File: config.mk
export PLATFORM = sky130hd
export DESIGN_NAME = cu_fsm_irq
export DESIGN_NICKNAME = d
export VERILOG_FILES = /design/src/rtl/cu_fsm_irq.sv
export SDC_FILE = /design/constraint.sdc
export NUM_CORES = 1
export LEC_CHECK = 0
export CORE_MARGIN = 2
export CORE_UTILIZATION = 45
export CTS_CLUSTER_SIZE = 14
export DETAILED_ROUTE_END_ITERATION = 7
export GPL_TIMING_DRIVEN = 0
export PLACE_DENSITY_LB_ADDON = 0.05
export SYNTH_ARGS = -nofsm -noshare
export SYNTH_HDL_FRONTEND = slang
export SYNTH_SLANG_ARGS = --single-unit
export TNS_END_PERCENT = 30
File: constraint.sdc
create_clock -name clk -period 2.34 [get_ports clk]
set_clock_uncertainty 0.1 [all_clocks]
set_input_delay 0.351 -clock clk [delete_from_list [all_inputs] [get_ports clk]]
set_output_delay 0.351 -clock clk [all_outputs]
set_load 0.005 [all_outputs]
File: src/rtl/cu_fsm_irq.sv
// -----------------------------------------------------------------------------
// cu_fsm_irq
//   Control-unit FSM for the multicycle RISC-V MCU. It sequences instruction
//   fetch, execute, an optional multi-cycle load wait and load writeback, and
//   drives the datapath write/read enables. Level interrupt requests are
//   latched into a pending register. The pending request with the lowest index
//   is taken only after the current instruction has fully committed.
//
// Parameters
//   NUM_IRQ  number of interrupt sources (1..16)
//   RD_LAT   data-memory read latency for loads, in cycles (1..8)
//   IRQ_W    width of the cause field
//
// Ports
//   clk             rising-edge clock
//   RST_N           asynchronous active-low reset
//   opcode, func3   instruction fields ir[6:0] and ir[14:12]
//   irq             level interrupt requests
//   CSR_MSTATUS_MIE global interrupt enable
//   PC_WE, RF_WE, memWE2, csr_WE      write enables
//   memRDEN1, memRDEN2                instruction / data memory read enables
//   reset           active-high datapath reset (asserted in INIT)
//   int_taken       interrupt entry strobe (save MEPC, load MTVEC)
//   mret_exec       MRET strobe
//   irq_cause       index of the interrupt being taken; 0 unless int_taken is 1
//   trap_illegal    illegal-opcode strobe
//
// Build option
//   CU_ILLEGAL_TRAP_EN: when defined, an unrecognised opcode traps into INTR
//   with cause all-ones. When undefined, it executes as a NOP.
// -----------------------------------------------------------------------------
module cu_fsm_irq #(
  parameter int NUM_IRQ = 4,
  parameter int RD_LAT  = 1,
  parameter int IRQ_W   = (NUM_IRQ > 1) ? $clog2(NUM_IRQ) : 1
) (
  input  logic               clk,
  input  logic               RST_N,
  input  logic [6:0]         opcode,
  input  logic [2:0]         func3,
  input  logic [NUM_IRQ-1:0] irq,
  input  logic               CSR_MSTATUS_MIE,
  output logic               PC_WE,
  output logic               RF_WE,
  output logic               memWE2,
  output logic               memRDEN1,
  output logic               memRDEN2,
  output logic               reset,
  output logic               csr_WE,
  output logic               int_taken,
  output logic               mret_exec,
  output logic [IRQ_W-1:0]   irq_cause,
  output logic               trap_illegal
);

  localparam logic [6:0] OP_LOAD   = 7'b0000011;
  localparam logic [6:0] OP_STORE  = 7'b0100011;
  localparam logic [6:0] OP_BRANCH = 7'b1100011;
  localparam logic [6:0] OP_LUI    = 7'b0110111;
  localparam logic [6:0] OP_AUIPC  = 7'b0010111;
  localparam logic [6:0] OP_IMM    = 7'b0010011;
  localparam logic [6:0] OP_RG3    = 7'b0110011;
  localparam logic [6:0] OP_JAL    = 7'b1101111;
  localparam logic [6:0] OP_JALR   = 7'b1100111;
  localparam logic [6:0] OP_SYS    = 7'b1110011;

  typedef enum logic [2:0] {
    INIT = 3'd0,
    FET  = 3'd1,
    EX   = 3'd2,
    WAIT = 3'd3,
    WB   = 3'd4,
    INTR = 3'd5
  } state_t;

  state_t             r_state;
  logic [NUM_IRQ-1:0] r_pend;
  logic [3:0]         r_cnt;
  // Set when the current INTR visit is an illegal-opcode trap rather than an
  // interrupt; such a visit reports cause all-ones and leaves r_pend alone.
  logic               r_trap;

  logic               w_take;
  logic               w_known;
  logic               w_mret;
  logic [IRQ_W-1:0]   w_cause;
  logic [NUM_IRQ-1:0] w_clr;

  assign w_take = (|r_pend) && CSR_MSTATUS_MIE;
  assign w_mret = (opcode == OP_SYS) && (func3 == 3'b000);

  always_comb begin
    w_known = 1'b0;
    case (opcode)
      OP_LOAD, OP_STORE, OP_BRANCH, OP_LUI, OP_AUIPC,
      OP_IMM, OP_RG3, OP_JAL, OP_JALR, OP_SYS: w_known = 1'b1;
      default:                                 w_known = 1'b0;
    endcase
  end

  // Fixed priority: scanning from the top lets the lowest set index win.
  always_comb begin
    w_cause = '0;
    for (int i = NUM_IRQ - 1; i >= 0; i--) begin
      if (r_pend[i]) w_cause = IRQ_W'(i);
    end
  end

  // One-hot clear of the source being serviced. Because irq is ORed back in
  // after the clear, a source still held high stays pending.
  generate
    for (genvar gi = 0; gi < NUM_IRQ; gi++) begin : g_clr
      assign w_clr[gi] = (r_state == INTR) && !r_trap && (w_cause == IRQ_W'(gi));
    end
  endgenerate

  always_ff @(posedge clk or negedge RST_N) begin
    if (!RST_N) begin
      r_state <= INIT;
      r_pend  <= '0;
      r_cnt   <= '0;
      r_trap  <= 1'b0;
    end else begin
      r_pend <= (r_pend & ~w_clr) | irq;
      r_trap <= 1'b0;
      case (r_state)
        INIT: r_state <= FET;
        FET:  r_state <= EX;
        EX: begin
          if (opcode == OP_LOAD) begin
            if (RD_LAT > 1) begin
              r_state <= WAIT;
              r_cnt   <= 4'(RD_LAT - 2);
            end else begin
              r_state <= WB;
            end
          end else if (w_mret) begin
            // The interrupt check is deferred by one instruction after MRET.
            r_state <= FET;
          end else if (!w_known) begin
`ifdef CU_ILLEGAL_TRAP_EN
            r_state <= INTR;
            r_trap  <= 1'b1;
`else
            r_state <= FET;
`endif
          end else begin
            r_state <= w_take ? INTR : FET;
          end
        end
        WAIT: begin
          if (r_cnt == 4'd0) r_state <= WB;
          else               r_cnt   <= r_cnt - 4'd1;
        end
        WB:      r_state <= w_take ? INTR : FET;
        INTR:    r_state <= FET;
        default: r_state <= INIT;
      endcase
    end
  end

  always_comb begin
    PC_WE        = 1'b0;
    RF_WE        = 1'b0;
    memWE2       = 1'b0;
    memRDEN1     = 1'b0;
    memRDEN2     = 1'b0;
    reset        = 1'b0;
    csr_WE       = 1'b0;
    int_taken    = 1'b0;
    mret_exec    = 1'b0;
    irq_cause    = '0;
    trap_illegal = 1'b0;
    case (r_state)
      INIT: reset    = 1'b1;
      FET:  memRDEN1 = 1'b1;
      EX: begin
        case (opcode)
          OP_LOAD: memRDEN2 = 1'b1;
          OP_STORE: begin
            PC_WE  = 1'b1;
            memWE2 = 1'b1;
          end
          OP_BRANCH: PC_WE = 1'b1;
          OP_LUI, OP_AUIPC, OP_IMM, OP_RG3, OP_JAL, OP_JALR: begin
            PC_WE = 1'b1;
            RF_WE = 1'b1;
          end
          OP_SYS: begin
            PC_WE = 1'b1;
            if (w_mret) begin
              mret_exec = 1'b1;
            end else begin
              RF_WE  = 1'b1;
              csr_WE = 1'b1;
            end
          end
          default: begin
`ifdef CU_ILLEGAL_TRAP_EN
            trap_illegal = 1'b1;
`else
            PC_WE = 1'b1;
`endif
          end
        endcase
      end
      WAIT: memRDEN2 = 1'b1;
      WB: begin
        PC_WE = 1'b1;
        RF_WE = 1'b1;
      end
      INTR: begin
        int_taken = 1'b1;
        irq_cause = r_trap ? {IRQ_W{1'b1}} : w_cause;
      end
      default: ;
    endcase
  end

endmodule

* After elaboration in Yosys (flattened, before gate mapping)
Index checks and enable logic that the tools add are counted.
** Word-level totals
- Output and inout bits :: 12
- Logic and storage cells :: 71
- Register bits :: 11
- Input port bits :: 17
** Operators by class
- Add/sub/neg operators :: 1
- Bitwise operators :: 4
- Muxes and demuxes :: 29
- Reduce and logical (&&, ||, !) cells :: 15
- Equality and inequality tests :: 19
** Operator list (number)
- $eq 7x7->1 const B :: 4
- $eq 7x6->1 const B :: 3
- $mux 3 :: 5
- $pmux 3 s5 :: 1
- $eq 7x5->1 const B :: 2
- $mux 1 :: 14
- $mux 2 :: 5
- $reduce_or 10->1 :: 1
- $pmux 1 s2 :: 4
- $eq 7x2->1 const B :: 1
- $eq 3x2->1 const B :: 2
- $eq 3x3->1 const B :: 2
- $logic_and 1x1->1 :: 6
- $logic_not 3->1 :: 2
- $reduce_or 6->1 :: 1
- $and 4x4->4 :: 1
- $eq 2x2->1 const B :: 2
- $logic_not 4->1 :: 1
- $not 4->4 :: 1
- $or 4x4->4 :: 1
- $reduce_or 4->1 :: 1
- $sub 4x1->4 const B :: 1
- $eq 3x1->1 const B :: 1
- $eq 2x1->1 const B :: 1
- 5 further kinds :: 5

* Logic depth before layout (Yosys ltp)
- Word-level depth :: 9
- Depth in mapped cells :: 6
- Mapped depth without buffers :: 6

* Worst setup path before layout
No wires, ideal clock.
- Path kind :: reg2out
- Start :: register r_state[2]
- End :: output port mret_exec
- Data required time :: 1.889 ns
- Stages on the path, launching flop included :: 5
- Setup slack :: 0.659 ns
- Buffers on the path :: 0
- Data arrival time :: 1.230 ns
- Path through :: dfrtp_1 > and4b_1 > nor4b_4 > nand4b_1 > nor4_2
** On the way
- Word-level cells in the longest chain between the ends :: 2
** Ends and longest elaborated chain
- start, declared :: line 76 : state_t r_state;
- start signal, assigned :: line 148 : r_state <= w_take ? INTR : FET;
- start signal, assigned :: line 155 : WB: r_state <= w_take ? INTR : FET;
- $eq 3x2->1 :: line 174 : case (r_state)
- $mux 1 :: line 174
- end, declared :: line 51 : output logic mret_exec,
Every way passes these cells.

* Worst setup path after layout
Ends and elaborated chain as after synthesis.

==> results.toml <==
[clocking]
numCtsBuffers = 3
cts_max_level = 1
clock_path_buffers = 2
root_buffer = "clkbuf_4"
cts_tree = "done"
cts.clk_slew.worst_paths_ns = 0.07
insertion_delay_ns = 0.26
cts_sinks = 11

[routing]
wl_met3_um = 106
dr_total_vias = 732
top_layer_used = "met4"
dr_wl_met2_um = 903
dr.pass1.iters = 4
drt_iter0_drc = 9
drc = 0
wire_per_inst_um = 13.4
avgViaCountPerCell = 5.50
wl_met1_um = 760
ant_nets = 0
routed_wl_um = 1780

[run]
cap_viol_max_count = 0

[power_and_ir_drop]
seqPwrFrac_pct = 34.7
switching_share_pct = 33.9
intPower_uw = 497
power_switching_uw = 255
p_clk_share_pct = 17.0
leakage_uw = 0.000531
p_per_area_nw_per_um2 = 663
ir_drop_uv = 609
combPwrFrac_pct = 48.2
total_power_uw = 752

[critical_path]
arrival_ns = 1.80
critPathLaunchType = "flip-flop"
path_max_fanout = 4
crit_type = "reg -> out"
reg2reg_depth = 6
cp_slowest_cell = "dfrtp_2"
timing.rr.end = "r_cnt[3]"
startpoint = "r_state[2]"
endpoint_kind = "primary output"
required_ns = 1.89
cp_slowest_stage_delay_ns = 0.43
reg2reg_from = "r_cnt[0]"
crit_chain = "and4b_1 > nor4b_4 > nand4b_1 > buf_4 > nor4_4 > buf_2"
reg2reg_slack_ns = 0.69
crit_end = "mret_exec"

[global_routing]
grt_pass1_vias = 699
groute.usage.overall_pct = 20.1
grt-ovfl-total = 0
antenna_found_initial = 0
grt_pass1_wl_um = 2920
grt_max_degree = 12

[synth]
synth_top_area_share_pct = 37.0
syn_nets = 96
ys_types = 36
synth.avg_cell_area_um2 = 9.53
ys_warn_count = 0
yosysSeqAreaShare_pct = 37.0
synth_cells = 78
yosys-top-cells-area = "dfrtp_1 37%, nand2b_1 5.1%, nor4_2 3.4%, nor4b_4 3.2%, a21o_1 3.0%"
syn-cell-area_um2 = 743
ys_ff_latch = 11
yosysTopAreaCell = "dfrtp_1"

[timing]
slew_viol_final = 0
finalCritPeriodShare_pct = 96.1
period_needed_ns = 2.25
clock.fmax_mhz = 445
worst_pin_slew_ns = 0.505
holdWs_ns = 0.318
finalHoldViolCount = 0
finalSetupViolations = 0
maxSlewHeadroom_pct = 66.2
rsz0062_at_grt = "yes"

[placement]
gp_congestion = 0.843
hpwl_um = 1350
place.port_buffers = 27

[status]
status = "complete, no violations"

[die]
core-area_um2 = 1520
rows = 14
die_x_um = 44.6
start_util_pct = 48.8
ios = 29
fp.dieH_um = 44.6
die_area_um2 = 1990

[layout]
final_common_cell = "clkdlybuf4s50_1"
layout_common_cells = "13 x clkdlybuf4s50_1, 9 x buf_4, 8 x dfrtp_1"
area_delta_synth_final_pct = 52.5
drive_above_1_share_pct = 23.1
insertedDiodeCount = 0
nets = 136

[min_path]
hp-class = "in -> async"
[worst max-delay path: cells and delay by family (launching register included)]
kind | cells | cell delay [ns]
flip-flops | 1 | 0.43
buffers and inverters | 2 | 0.33
AND/OR/NAND/NOR | 4 | 0.78
[synthesized netlist by cell type]
master / instances
a2111oi_0: 1
a21o_1: 3
a21oi_1: 3
and2b_1: 1
and2b_2: 1
and4b_1: 2
buf_4: 1
clkbuf_1: 1
conb_1: 1
dfrtp_1: 11
ha_1: 1
inv_1: 5
nand2_1: 4
nand2b_1: 6
nand3_1: 2
nand3_2: 1
nand3b_1: 1
nand4b_1: 1
nor2_1: 3
nor2b_1: 1
nor3_1: 4
nor3b_1: 2
nor4_2: 2
nor4_4: 1
nor4b_4: 1
o211ai_1: 2
o21a_1: 2
o21ai_0: 2
o21ai_1: 4
o311ai_1: 1
o41ai_1: 1
or3_1: 2
or3_4: 1
or3b_1: 1
xnor2_1: 1
xor2_1: 1
[logic make-up after synthesis]
logic type | count (synthesis) | share of synthesized area (%)
compound gates | 19 | 16.7
xor+xnor | 2 | 2.36
fa+ha+maj | 1 | 1.68
buf+inv | 7 | 4.04
flops | 11 | 37.0
other cells | 1 | 0.505
simple gates | 37 | 37.7
[registers in the layout, summed over array words and instances (netlist names)]
| register | flops |
|---|---|
| r_pend | 4 |
| r_state | 3 |
| r_cnt | 4 |
[metrics by stage]
stage	utilization, %	instances	setup TNS [ns]	setup WS (ns)	cell area, µm²
2_1_floorplan	-	78	0	0.659	743
3_3_place_gp	67.8	121	-1.52	-0.323	1030
3_5_place_dp	67.8	121	-1.66	-0.355	1030
4_1_cts	70.0	127	-0.0703	-0.0703	1070
5_1_grt	74.4	133	-0.0218	-0.0218	1130
6_report	74.4	133	0	0.0922	1130
[repair_timing]
action	4_1_cts	5_1_grt
hold buffers	0	0
resized for setup	20	7
endpoints found under the setup margin	7	3
buffers inserted	2	6
pin swaps	3	3
endpoints found under the hold margin	0	0
[layer usage]
layer / global-route usage [%] / vias to the layer above
met5: 0 / -
met4: 5.45 / 0
met3: 4.49 / 2
met2: 36.5 / 21
met1: 23.2 / 345
li1: - / 364
[area by class of cell]
type	instances	area, µm²
Fill cell	109	390
Tap cell	16	20.0
Sequential cell	11	279
Clock inverter	1	5.00
Clock buffer	3	22.5
Multi-Input combinational cell	60	455
Timing Repair Buffer	35	322
Inverter	5	18.8
Buffer	2	11.3
[power by group through the flow]
stage	Sequential (µW)	Combinational, µW	Clock [µW]
detailed placement	273	303	0
floorplan	258	152	0
finish	261	363	128
CTS	271	295	132
global route	264	396	144
global placement	271	295	0
[worst min path at each step]
stage | startpoint | endpoint | slack (ns) | cells after the start
finish | RST_N | r_pend[3] | 0.32 | 1
global route | RST_N | r_pend[3] | 0.35 | 1
CTS | RST_N | r_pend[3] | 0.34 | 1
detailed placement | r_cnt[3] | r_cnt[3] | 0.38 | 1
global placement | r_cnt[3] | r_cnt[3] | 0.38 | 1
floorplan | RST_N | r_cnt[0] | -0.04 | 0
Power figures use the tool's default switching activity.
==> RTL edit, RTL diff (same flow settings) <==
Build with the macro `CU_ILLEGAL_TRAP_EN` defined.
--- a/src/rtl/cu_fsm_irq.sv
+++ b/src/rtl/cu_fsm_irq.sv
@@ -29,6 +29,8 @@
 //   CU_ILLEGAL_TRAP_EN: when defined, an unrecognised opcode traps into INTR
 //   with cause all-ones. When undefined, it executes as a NOP.
 // -----------------------------------------------------------------------------
+`define CU_ILLEGAL_TRAP_EN
+
 module cu_fsm_irq #(
   parameter int NUM_IRQ = 4,
   parameter int RD_LAT  = 1,
Function: changed (Yosys sat finds a counterexample within 4 cycles, from zero or initial values and one cycle with RST_N low).
==> RTL edit against the unedited design <==
- area after synthesis increased by 16%
- sequential cell count grew 1
- sequential power up 9.6%
- final area rose by 11%
- power rose by 18%
- routed wire length increased by 15%
- maximum frequency down 3.3%
- worst setup slack lost 0.078 ns
- highest routed layer unchanged
==> RTL edit: results (changes against the unedited design) <==
| Metric | Value |
|---|---|
| Status | `finished clean (unchanged)` |
| WHS | `0.322 ns (was 0.318 ns)` |
| Leakage | `0.577 nW (was 0.531 nW)` |
| Switching pwr | `0.304 mW (was 0.255 mW)` |
| Clock Power | `0.166 mW (was 0.128 mW)` |
| Placed cell areas | `0.00117 mm² (was 0.00103 mm²)` |
| Met1 Routed Length | `936 µm (was 760 µm)` |
| Slew margin rel. | `64.3% (was 66.2%)` |
| Slowest cell on crit path | `clkdlybuf4s50_1 (was dfrtp_2)` |
| Worst R2R Setup Slack | `0.52 ns (was 0.69 ns)` |
| Post-synthesis sequential area ratio | `34.8% (was 37.0%)` |
| Synth Area in Compound Gates | `18.7% (was 16.7%)` |
| Distinct cells, synth | `40 (was 36)` |
| Routed wl met2 | `947 µm (was 903 µm)` |
| Port Buffer Count | `28 (was 27)` |
| Worst-path fanout max | `5 (was 4)` |
| Layout cells sized above 1 | `22.3% (was 23.1%)` |
| DRT iter0 DRCs | `12 (was 9)` |
| Pin count of the biggest net entering global routing | `13 (was 12)` |
| Met3 global-route usage | `6.79% (was 4.49%)` |
| Routing usage on met2 | `33.9% (was 36.5%)` |
| Xor/xnor share of the synthesized area | `3.91% (was 2.36%)` |
| Inst Count DP | `148 (was 121)` |
| Met3 wire length | `148 µm (was 106 µm)` |
| Pre-CTS setup slack | `-0.535 ns (was -0.355 ns)` |
| First-pass GRT wire length | `3.34 mm (was 2.92 mm)` |
| Syn Nets | `113 (was 96)` |
| Routed wire length per instance | `13.2 µm (was 13.4 µm)` |
| Gpl congestion | `0.811 (was 0.843)` |
| Post-cts resize count | `16 (was 20)` |
| Total Nets Final | `149 (was 136)` |
| Fin cells | `155 (was 133)` |
| Total number of vias | `841 (was 732)` |
| Synth top cells by count | `dfrtp_1, nor2_1, nand2b_1 (was dfrtp_1, nand2b_1, inv_1)` |
| Cell-internal power | `0.584 mW (was 0.497 mW)` |
| Maximum vdd drop | `731 µV (was 609 µV)` |
| Crit path DAT | `1.87 ns (was 1.80 ns)` |
## RTL edit: changes by cell type after synthesis, sizes merged, moves of 2 or more
cell   delta
or4       +3
a31oi     +2
nor2      +5
a21oi     +2
or2b      +2
or3       -3
## RTL edit: layout make-up
class | instances | area, µm²
tap | 25 | 31.3
inverter | 5 | 18.8
timing repair buffer | 31 | 284
buffer | 3 | 17.5
sequential | 12 | 303
fill | 147 | 500
multi-input combinational | 75 | 573
clock buffer | 4 | 36.3
## RTL edit: logic make-up (layout without fill, tap and decap cells)
logic type / Yosys count / in the layout
flops: 12 / 12
xor+xnor: 3 / 3
buf+inv: 8 / 43
compound gates: 25 / 25
fa+ha+maj: 1 / 1
simple gates: 46 / 46
## RTL edit: worst max-delay path, delay by kind of cell
| family | cells | cell delay, ns |
|---|---|---|
| simple gates | 2 | 0.61 |
| compound gates | 1 | 0.09 |
| buf+inv | 3 | 0.82 |
